===== src/rtl/adc_snap_sched_pkg.sv =====
// Shared types and constants for the ADC snapshot capture scheduler.
package adc_snap_pkg;
  localparam int DATA_W = 128;
  localparam int CHAN_W = 3;

  typedef enum logic [1:0] {
    S_IDLE,
    S_WAIT_SYNC,
    S_CAPTURE,
    S_DONE
  } state_t;
endpackage


===== src/rtl/adc_snap_sched_if.sv =====
// Request, ADC stream and capture-buffer signals of the snapshot scheduler.
interface adc_snap_sched_if
  import adc_snap_pkg::*;
#(
  parameter int NREQ  = 4,
  parameter int NCHAN = 8,
  parameter int LEN_W = 10
) ();
  logic [NREQ-1:0]         req;
  logic [NREQ*CHAN_W-1:0]  req_chan;
  logic [NREQ*LEN_W-1:0]   req_len;
  logic [NREQ-1:0]         req_sync;
  logic                    abort;
  logic [NCHAN*DATA_W-1:0] adc_tdata;
  logic [NCHAN-1:0]        adc_tvalid;
  logic                    sysref_i;
  logic [NREQ-1:0]         grant;
  logic [NREQ-1:0]         done;
  logic                    aborted;
  logic                    busy;
  logic                    buf_wr_en;
  logic [LEN_W-1:0]        buf_wr_addr;
  logic [DATA_W-1:0]       buf_wr_data;

  modport master (
    output req, req_chan, req_len, req_sync, abort, adc_tdata, adc_tvalid, sysref_i,
    input  grant, done, aborted, busy, buf_wr_en, buf_wr_addr, buf_wr_data
  );

  modport slave (
    input  req, req_chan, req_len, req_sync, abort, adc_tdata, adc_tvalid, sysref_i,
    output grant, done, aborted, busy, buf_wr_en, buf_wr_addr, buf_wr_data
  );
endinterface


===== src/rtl/adc_snap_sched_rr_arbiter.sv =====
// Round-robin arbiter: searches upward from the slot after the last winner.
module rr_arbiter #(
  parameter int  NREQ  = 4,
  localparam int IDX_W = (NREQ > 1) ? $clog2(NREQ) : 1
) (
  input  logic             clk,
  input  logic             rst_n,
  input  logic             i_en,
  input  logic [NREQ-1:0]  i_req,
  output logic [NREQ-1:0]  o_grant,
  output logic [IDX_W-1:0] o_idx,
  output logic             o_valid
);
  logic [IDX_W-1:0] r_ptr;

  always_comb begin
    o_valid = 1'b0;
    o_idx   = '0;
    for (int k = 0; k < NREQ; k++) begin
      if (!o_valid && i_req[(int'(r_ptr) + k) % NREQ]) begin
        o_valid = 1'b1;
        o_idx   = IDX_W'((int'(r_ptr) + k) % NREQ);
      end
    end
    o_grant = o_valid ? (NREQ'(1) << o_idx) : '0;
  end

  // The pointer only moves when the scheduler actually accepts the winner.
  always_ff @(posedge clk or negedge rst_n) begin
    if (!rst_n) begin
      r_ptr <= '0;
    end else if (i_en && o_valid) begin
      r_ptr <= (int'(o_idx) == NREQ - 1) ? '0 : o_idx + 1'b1;
    end
  end
endmodule


===== src/rtl/adc_snap_sched.sv =====
// Snapshot scheduler: arbitrates capture requests and streams one ADC channel
// into the shared capture buffer, optionally aligned to a SYSREF rising edge.
module adc_snap_sched
  import adc_snap_pkg::*;
#(
  parameter int NREQ  = 4,
  parameter int NCHAN = 8,
  parameter int LEN_W = 10
) (
  input logic aclk,
  input logic aresetn,
  adc_snap_sched_if.slave bus
);
  localparam int IDX_W = (NREQ > 1) ? $clog2(NREQ) : 1;

  state_t             r_state;
  logic               r_started;
  logic               r_sysref_d;
  logic [CHAN_W-1:0]  r_chan;
  logic [LEN_W-1:0]   r_len;
  logic [LEN_W-1:0]   r_cnt;
  logic [NREQ-1:0]    r_owner;
  logic [NREQ-1:0]    r_grant;
  logic [NREQ-1:0]    r_done;
  logic               r_aborted;
  logic               r_wr_en;
  logic [LEN_W-1:0]   r_wr_addr;
  logic [DATA_W-1:0]  r_wr_data;

  logic               w_arb_en;
  logic               w_win_valid;
  logic [NREQ-1:0]    w_win_grant;
  logic [IDX_W-1:0]   w_win_idx;
  logic [CHAN_W-1:0]  w_win_chan;
  logic [LEN_W-1:0]   w_win_len;
  logic               w_win_sync;
  logic               w_chan_ok;
  logic               w_beat;
  logic [DATA_W-1:0]  w_beat_data;
  logic               w_sysref_edge;

  // r_started holds off arbitration for one edge after reset release.
  assign w_arb_en = (r_state == S_IDLE) && r_started;

  rr_arbiter #(.NREQ(NREQ)) u_arb (
    .clk     (aclk),
    .rst_n   (aresetn),
    .i_en    (w_arb_en),
    .i_req   (bus.req),
    .o_grant (w_win_grant),
    .o_idx   (w_win_idx),
    .o_valid (w_win_valid)
  );

  assign w_win_chan    = bus.req_chan[int'(w_win_idx)*CHAN_W +: CHAN_W];
  assign w_win_len     = bus.req_len[int'(w_win_idx)*LEN_W +: LEN_W];
  assign w_win_sync    = bus.req_sync[w_win_idx];
  assign w_chan_ok     = int'(r_chan) < NCHAN;
  assign w_beat        = (r_state == S_CAPTURE) && w_chan_ok && bus.adc_tvalid[r_chan];
  assign w_beat_data   = bus.adc_tdata[int'(r_chan)*DATA_W +: DATA_W];
  assign w_sysref_edge = bus.sysref_i && !r_sysref_d;

  always_ff @(posedge aclk or negedge aresetn) begin
    if (!aresetn) begin
      r_state    <= S_IDLE;
      r_started  <= 1'b0;
      r_sysref_d <= 1'b0;
      r_chan     <= '0;
      r_len      <= '0;
      r_cnt      <= '0;
      r_owner    <= '0;
      r_grant    <= '0;
      r_done     <= '0;
      r_aborted  <= 1'b0;
      r_wr_en    <= 1'b0;
      r_wr_addr  <= '0;
      r_wr_data  <= '0;
    end else begin
      r_started  <= 1'b1;
      r_sysref_d <= bus.sysref_i;
      r_grant    <= '0;
      r_done     <= '0;
      r_aborted  <= 1'b0;
      r_wr_en    <= 1'b0;
      case (r_state)
        S_IDLE: begin
          if (w_arb_en && w_win_valid) begin
            r_grant <= w_win_grant;
            r_owner <= w_win_grant;
            r_chan  <= w_win_chan;
            r_len   <= w_win_len;
            r_cnt   <= '0;
            r_state <= w_win_sync ? S_WAIT_SYNC : S_CAPTURE;
          end
        end
        S_WAIT_SYNC: begin
          if (bus.abort) begin
            r_aborted <= 1'b1;
            r_state   <= S_IDLE;
          end else if (w_sysref_edge) begin
            r_state <= S_CAPTURE;
          end
        end
        S_CAPTURE: begin
          // A beat sampled together with abort is still written.
          if (w_beat) begin
            r_wr_en   <= 1'b1;
            r_wr_addr <= r_cnt;
            r_wr_data <= w_beat_data;
            r_cnt     <= r_cnt + 1'b1;
          end
          if (bus.abort) begin
            r_aborted <= 1'b1;
            r_state   <= S_IDLE;
          end else if (w_beat && (r_cnt == r_len)) begin
            r_state <= S_DONE;
          end
        end
        S_DONE: begin
          r_done  <= r_owner;
          r_state <= S_IDLE;
        end
        default: r_state <= S_IDLE;
      endcase
    end
  end

  assign bus.grant       = r_grant;
  assign bus.done        = r_done;
  assign bus.aborted     = r_aborted;
  assign bus.busy        = (r_state != S_IDLE);
  assign bus.buf_wr_en   = r_wr_en;
  assign bus.buf_wr_addr = r_wr_addr;
  assign bus.buf_wr_data = r_wr_data;
endmodule


===== src/flat_wrapper.sv =====
// flat-port wrapper written by rule: the top's interface ports become plain ports
module adc_snap_sched_flat import adc_snap_pkg::*;
#(
  parameter int NREQ  = 4,
  parameter int NCHAN = 8,
  parameter int LEN_W = 10
)
  (aclk, aresetn, bus_req, bus_req_chan, bus_req_len, bus_req_sync, bus_abort, bus_adc_tdata, bus_adc_tvalid, bus_sysref_i, bus_grant, bus_done, bus_aborted, bus_busy, bus_buf_wr_en, bus_buf_wr_addr, bus_buf_wr_data);
  adc_snap_sched_if #(.NREQ(NREQ), .NCHAN(NCHAN), .LEN_W(LEN_W)) bus_i ();
  input logic aclk;
  input logic aresetn;
  input wire logic [$bits(bus_i.req)-1:0] bus_req;
  input wire logic [$bits(bus_i.req_chan)-1:0] bus_req_chan;
  input wire logic [$bits(bus_i.req_len)-1:0] bus_req_len;
  input wire logic [$bits(bus_i.req_sync)-1:0] bus_req_sync;
  input wire logic [$bits(bus_i.abort)-1:0] bus_abort;
  input wire logic [$bits(bus_i.adc_tdata)-1:0] bus_adc_tdata;
  input wire logic [$bits(bus_i.adc_tvalid)-1:0] bus_adc_tvalid;
  input wire logic [$bits(bus_i.sysref_i)-1:0] bus_sysref_i;
  output wire logic [$bits(bus_i.grant)-1:0] bus_grant;
  output wire logic [$bits(bus_i.done)-1:0] bus_done;
  output wire logic [$bits(bus_i.aborted)-1:0] bus_aborted;
  output wire logic [$bits(bus_i.busy)-1:0] bus_busy;
  output wire logic [$bits(bus_i.buf_wr_en)-1:0] bus_buf_wr_en;
  output wire logic [$bits(bus_i.buf_wr_addr)-1:0] bus_buf_wr_addr;
  output wire logic [$bits(bus_i.buf_wr_data)-1:0] bus_buf_wr_data;
  assign bus_i.req = bus_req;
  assign bus_i.req_chan = bus_req_chan;
  assign bus_i.req_len = bus_req_len;
  assign bus_i.req_sync = bus_req_sync;
  assign bus_i.abort = bus_abort;
  assign bus_i.adc_tdata = bus_adc_tdata;
  assign bus_i.adc_tvalid = bus_adc_tvalid;
  assign bus_i.sysref_i = bus_sysref_i;
  assign bus_grant = bus_i.grant;
  assign bus_done = bus_i.done;
  assign bus_aborted = bus_i.aborted;
  assign bus_busy = bus_i.busy;
  assign bus_buf_wr_en = bus_i.buf_wr_en;
  assign bus_buf_wr_addr = bus_i.buf_wr_addr;
  assign bus_buf_wr_data = bus_i.buf_wr_data;
  adc_snap_sched #(.NREQ(NREQ), .NCHAN(NCHAN), .LEN_W(LEN_W)) u_core (.aclk(aclk), .aresetn(aresetn), .bus(bus_i));
endmodule

===== config.mk =====
export PLATFORM = sky130hd
export DESIGN_NAME = adc_snap_sched_flat
export DESIGN_NICKNAME = d
export VERILOG_FILES = /design/src/rtl/adc_snap_sched_pkg.sv /design/src/rtl/adc_snap_sched_if.sv /design/src/rtl/adc_snap_sched_rr_arbiter.sv /design/src/rtl/adc_snap_sched.sv /design/src/flat_wrapper.sv
export SDC_FILE = /design/constraint.sdc
export NUM_CORES = 1
export LEC_CHECK = 0
export CORE_AREA = 4 4 489 491
export DETAILED_ROUTE_END_ITERATION = 8
export DIE_AREA = 0 0 493 495
export PLACE_DENSITY_LB_ADDON = 0.08
export SYNTH_ARGS = -nofsm -noshare
export SYNTH_HDL_FRONTEND = slang
export SYNTH_SLANG_ARGS = --single-unit

===== constraint.sdc =====
create_clock -name aclk -period 2.6 [get_ports aclk]
set_input_delay 0.26 -clock aclk [delete_from_list [all_inputs] [get_ports aclk]]
set_output_delay 0.26 -clock aclk [all_outputs]
set_load 0.02 [all_outputs]

==> out/results.tsv <==
metric	value	unit
wl	169300	um
place.gp.congestion	0.8651	
place_ws	0.1280	ns
crit_family	multiplexers	
syn_nets	2266	
cts-root-buf	clkbuf_16	
cpPeakStageDelay	0.59	ns
worstPathMaxFanout	19	
antenna_found_initial	197	
syn_area_per_cell	12.90	um^2
drt_iter0_markers	782	
cp-start-kind	flip-flop	
drcViolationCount	0	
synth_warnings	0	
highest_layer	met5	
placedInstanceArea	0.03169	mm^2
ff2ff_path_depth	6	
rsz0062_at_grt	no	
vias_per_cell	2.986	
cts_sinks	181	
wl_met2	82420	um
timing.hold.ws	0.1966	ns
htree_levels	4	
path_class	flip-flop to flip-flop	
cpMostUsedCell	buf_12	
ant_nets	0	
hp-class	primary input to flip-flop	
finalWorstSetupSlack	0.2250	ns
ys_seq_elements	181	
overflow	0	
slew_viol_final	0	
netlist_area	0.01498	mm^2
die_w	493	um
clock_path_buffers	2	
synth_edf_count	0	
io_buffers	1244	
path_cells	buf_12 -> buf_12 -> mux4_2 -> mux2i_1 -> buf_4 -> o21ai_0	
worstMarginPinSlew	1.077	ns
hold_end	u_core.r_sysref_d	
final_area	0.03246	mm^2
synth_ff_type	dfrtp_1	
syn-instance-count	1161	
irDropWorstVdd	0.7293	mV
nets	3481	
synth_cell_types	45	
relSlewSlack	28.18	%
worst_path_max_delay_cell	dfrtp_4	
p_leak	0.01155	uW
cp.arrival	2.80	ns
finalCritPeriodShare	91.35	%
drtPass1Iterations	7	
hold_buffers	1	
hold_path_depth	1	
hp-start	bus_sysref_i	
grt_pass1_vias	18134	
dieArea	0.2440	mm^2
start_util	6.382	%
fp-row-count	178	
clkTransAtPathRegs	0.09	ns
fill_cells	26473	
num_vias	16664	
endpoint_kind	flip-flop	
fin_crit	2.375	ns
final.setup_skew	0.02229	ns
cts_tree	done	
cts_setup_buffers	0	
clock_latency	0.56	ns
ys_seq_area_share	30.23	%
die_y	495	um
clock.fmax	421.1	MHz
io_pins	1245	
dpl.hpwl	151400	um
core	0.2347	mm^2
r2r_slack	0.22	ns
hold_viol_final	0	
p_per_area	891.7	mW/mm^2
setup_viol	0	
drive_gt1_share	16.32	%
wl_per_cell	30.34	um
r2r-end	u_core.bus.buf_wr_data[28]	
required	3.02	ns
outcome	complete, no violations	
grt_max_degree	76	
grt_first_pass_wirelength	210400	um
cp_num_buf_inv	3	
wl_met3	18850	um
area_growth	116.7	%
drv_cap	0	
globalRouteTotalUtil	13.39	%
wl_met1	64430	um
r2r_start	u_core.r_chan[0]	
setup_tns	0	ns
cts_resized	0	
numCtsBuffers	17	
async_reset_ff_share	100.0	%
[sequential cells by signal, summed over array words and instances (netlist names)]
register and flops:
u_core.r_started 1, u_core.bus.buf_wr_addr 10, u_core.r_state 2, u_core.bus.aborted 1, u_core.r_chan 3, u_core.bus.buf_wr_data 128
u_core.bus.grant 4, u_core.r_sysref_d 1, u_core.bus.done 4, u_core.r_owner 4, u_core.r_cnt 10, u_core.u_arb.r_ptr 2
u_core.bus.buf_wr_en 1, u_core.r_len 10
[cell usage after synthesis (2+ instances only)]
cell type	number	area [um^2]
xor2_1	8	70.07
mux4_2	256	5766
nor4_1	2	12.51
nor2_1	17	63.81
nor2b_1	3	18.77
nand4_1	2	12.51
buf_2	45	225.2
mux2i_1	172	1722
and2_1	11	68.82
o21ai_0	134	670.6
nand2_1	167	626.9
buf_4	4	30.03
buf_6	6	67.56
dfrtp_1	181	4529
inv_1	11	41.29
clkbuf_1	48	180.2
nand2b_1	5	31.28
ha_1	9	112.6
a211oi_2	5	62.56
mux2_2	21	236.5
xnor2_1	8	70.07
a31oi_1	2	12.51
o21a_1	2	15.01
and3_1	2	12.51
a21oi_1	5	25.02
nand3_1	6	30.03
buf_1	9	33.78
nand3b_1	3	22.52
[stage by stage]
stage / util, % / power, uW / cells
after floorplan: - / 15820 / 1161
after global placement: 13.50 / 26600 / 5506
after detailed placement: 13.50 / 26680 / 5506
after CTS: 13.78 / 30310 / 5539
after global routing: 13.80 / 31300 / 5551
final: 13.83 / 28940 / 5580
[cells in the final DEF, fill, tap and decap left out, drive strengths merged, types with 6 or more instances in the layout]
cell type	n
clkdlybuf4s50	1242
mux4	256
dfrtp	181
mux2i	172
nand2	167
o21ai	134
buf	65
diode	41
mux2	23
nor2	17
clkbuf	17
inv	16
and2	11
ha	9
clkinv	9
xnor2	8
xor2	8
nand3	6
[area by class of cell]
cell class                 instances  area [um^2]  area share [%]
clock buffer                      17        425.4           1.311
sequential                       181         4541           13.99
timing repair buffer            1308        13300           40.98
tap                             3150         3941           12.14
clock inverter                    15        231.5          0.7132
inverter                          12        45.04          0.1388
antenna                           41        102.6          0.3161
multi-input combinational        856         9871           30.41
[kinds of logic (layout without fill, tap and decap cells)]
| logic type | count (synthesis) | count (layout) | share of synthesized area (%) |
|---|---|---|---|
| mux | 451 | 451 | 51.73 |
| buf+inv | 124 | 1352 | 3.884 |
| compound gates | 158 | 158 | 6.147 |
| simple gates | 221 | 221 | 6.289 |
| other cells | 1 | 42 | 0.02503 |
| xor+xnor | 16 | 16 | 0.9355 |
| flops | 181 | 181 | 30.23 |
| fa+ha+maj | 9 | 9 | 0.7517 |
[report_power, final]
part | internal [uW] | leakage (uW) | total [uW] | switching [uW]
sequential | 4050 | 0.00229 | 4960 | 910
combinational | 9810 | 0.00895 | 20700 | 10800
clock | 1500 | 0.000316 | 3330 | 1830
[metal layers]
layer  global-route usage, %  vias up
li1                        -     7071
met5                       0        -
met1                   14.92     8190
met2                   22.73     1057
met4                   2.961       80
met3                   6.815      266
[how the worst max path moves through the flow]
stage | startpoint | to | cells after the start
after floorplan | u_core.r_state[0] | u_core.r_chan[0] | 7
after global placement | bus_req[0] | u_core.r_cnt[9] | 7
after detailed placement | bus_req[0] | u_core.r_cnt[8] | 6
after CTS | u_core.r_chan[0] | u_core.bus.buf_wr_data[41] | 5
after global routing | u_core.r_chan[0] | u_core.bus.buf_wr_data[2] | 6
final | u_core.r_chan[0] | u_core.bus.buf_wr_data[28] | 6
No activity file was read; power rests on OpenSTA's default activity.
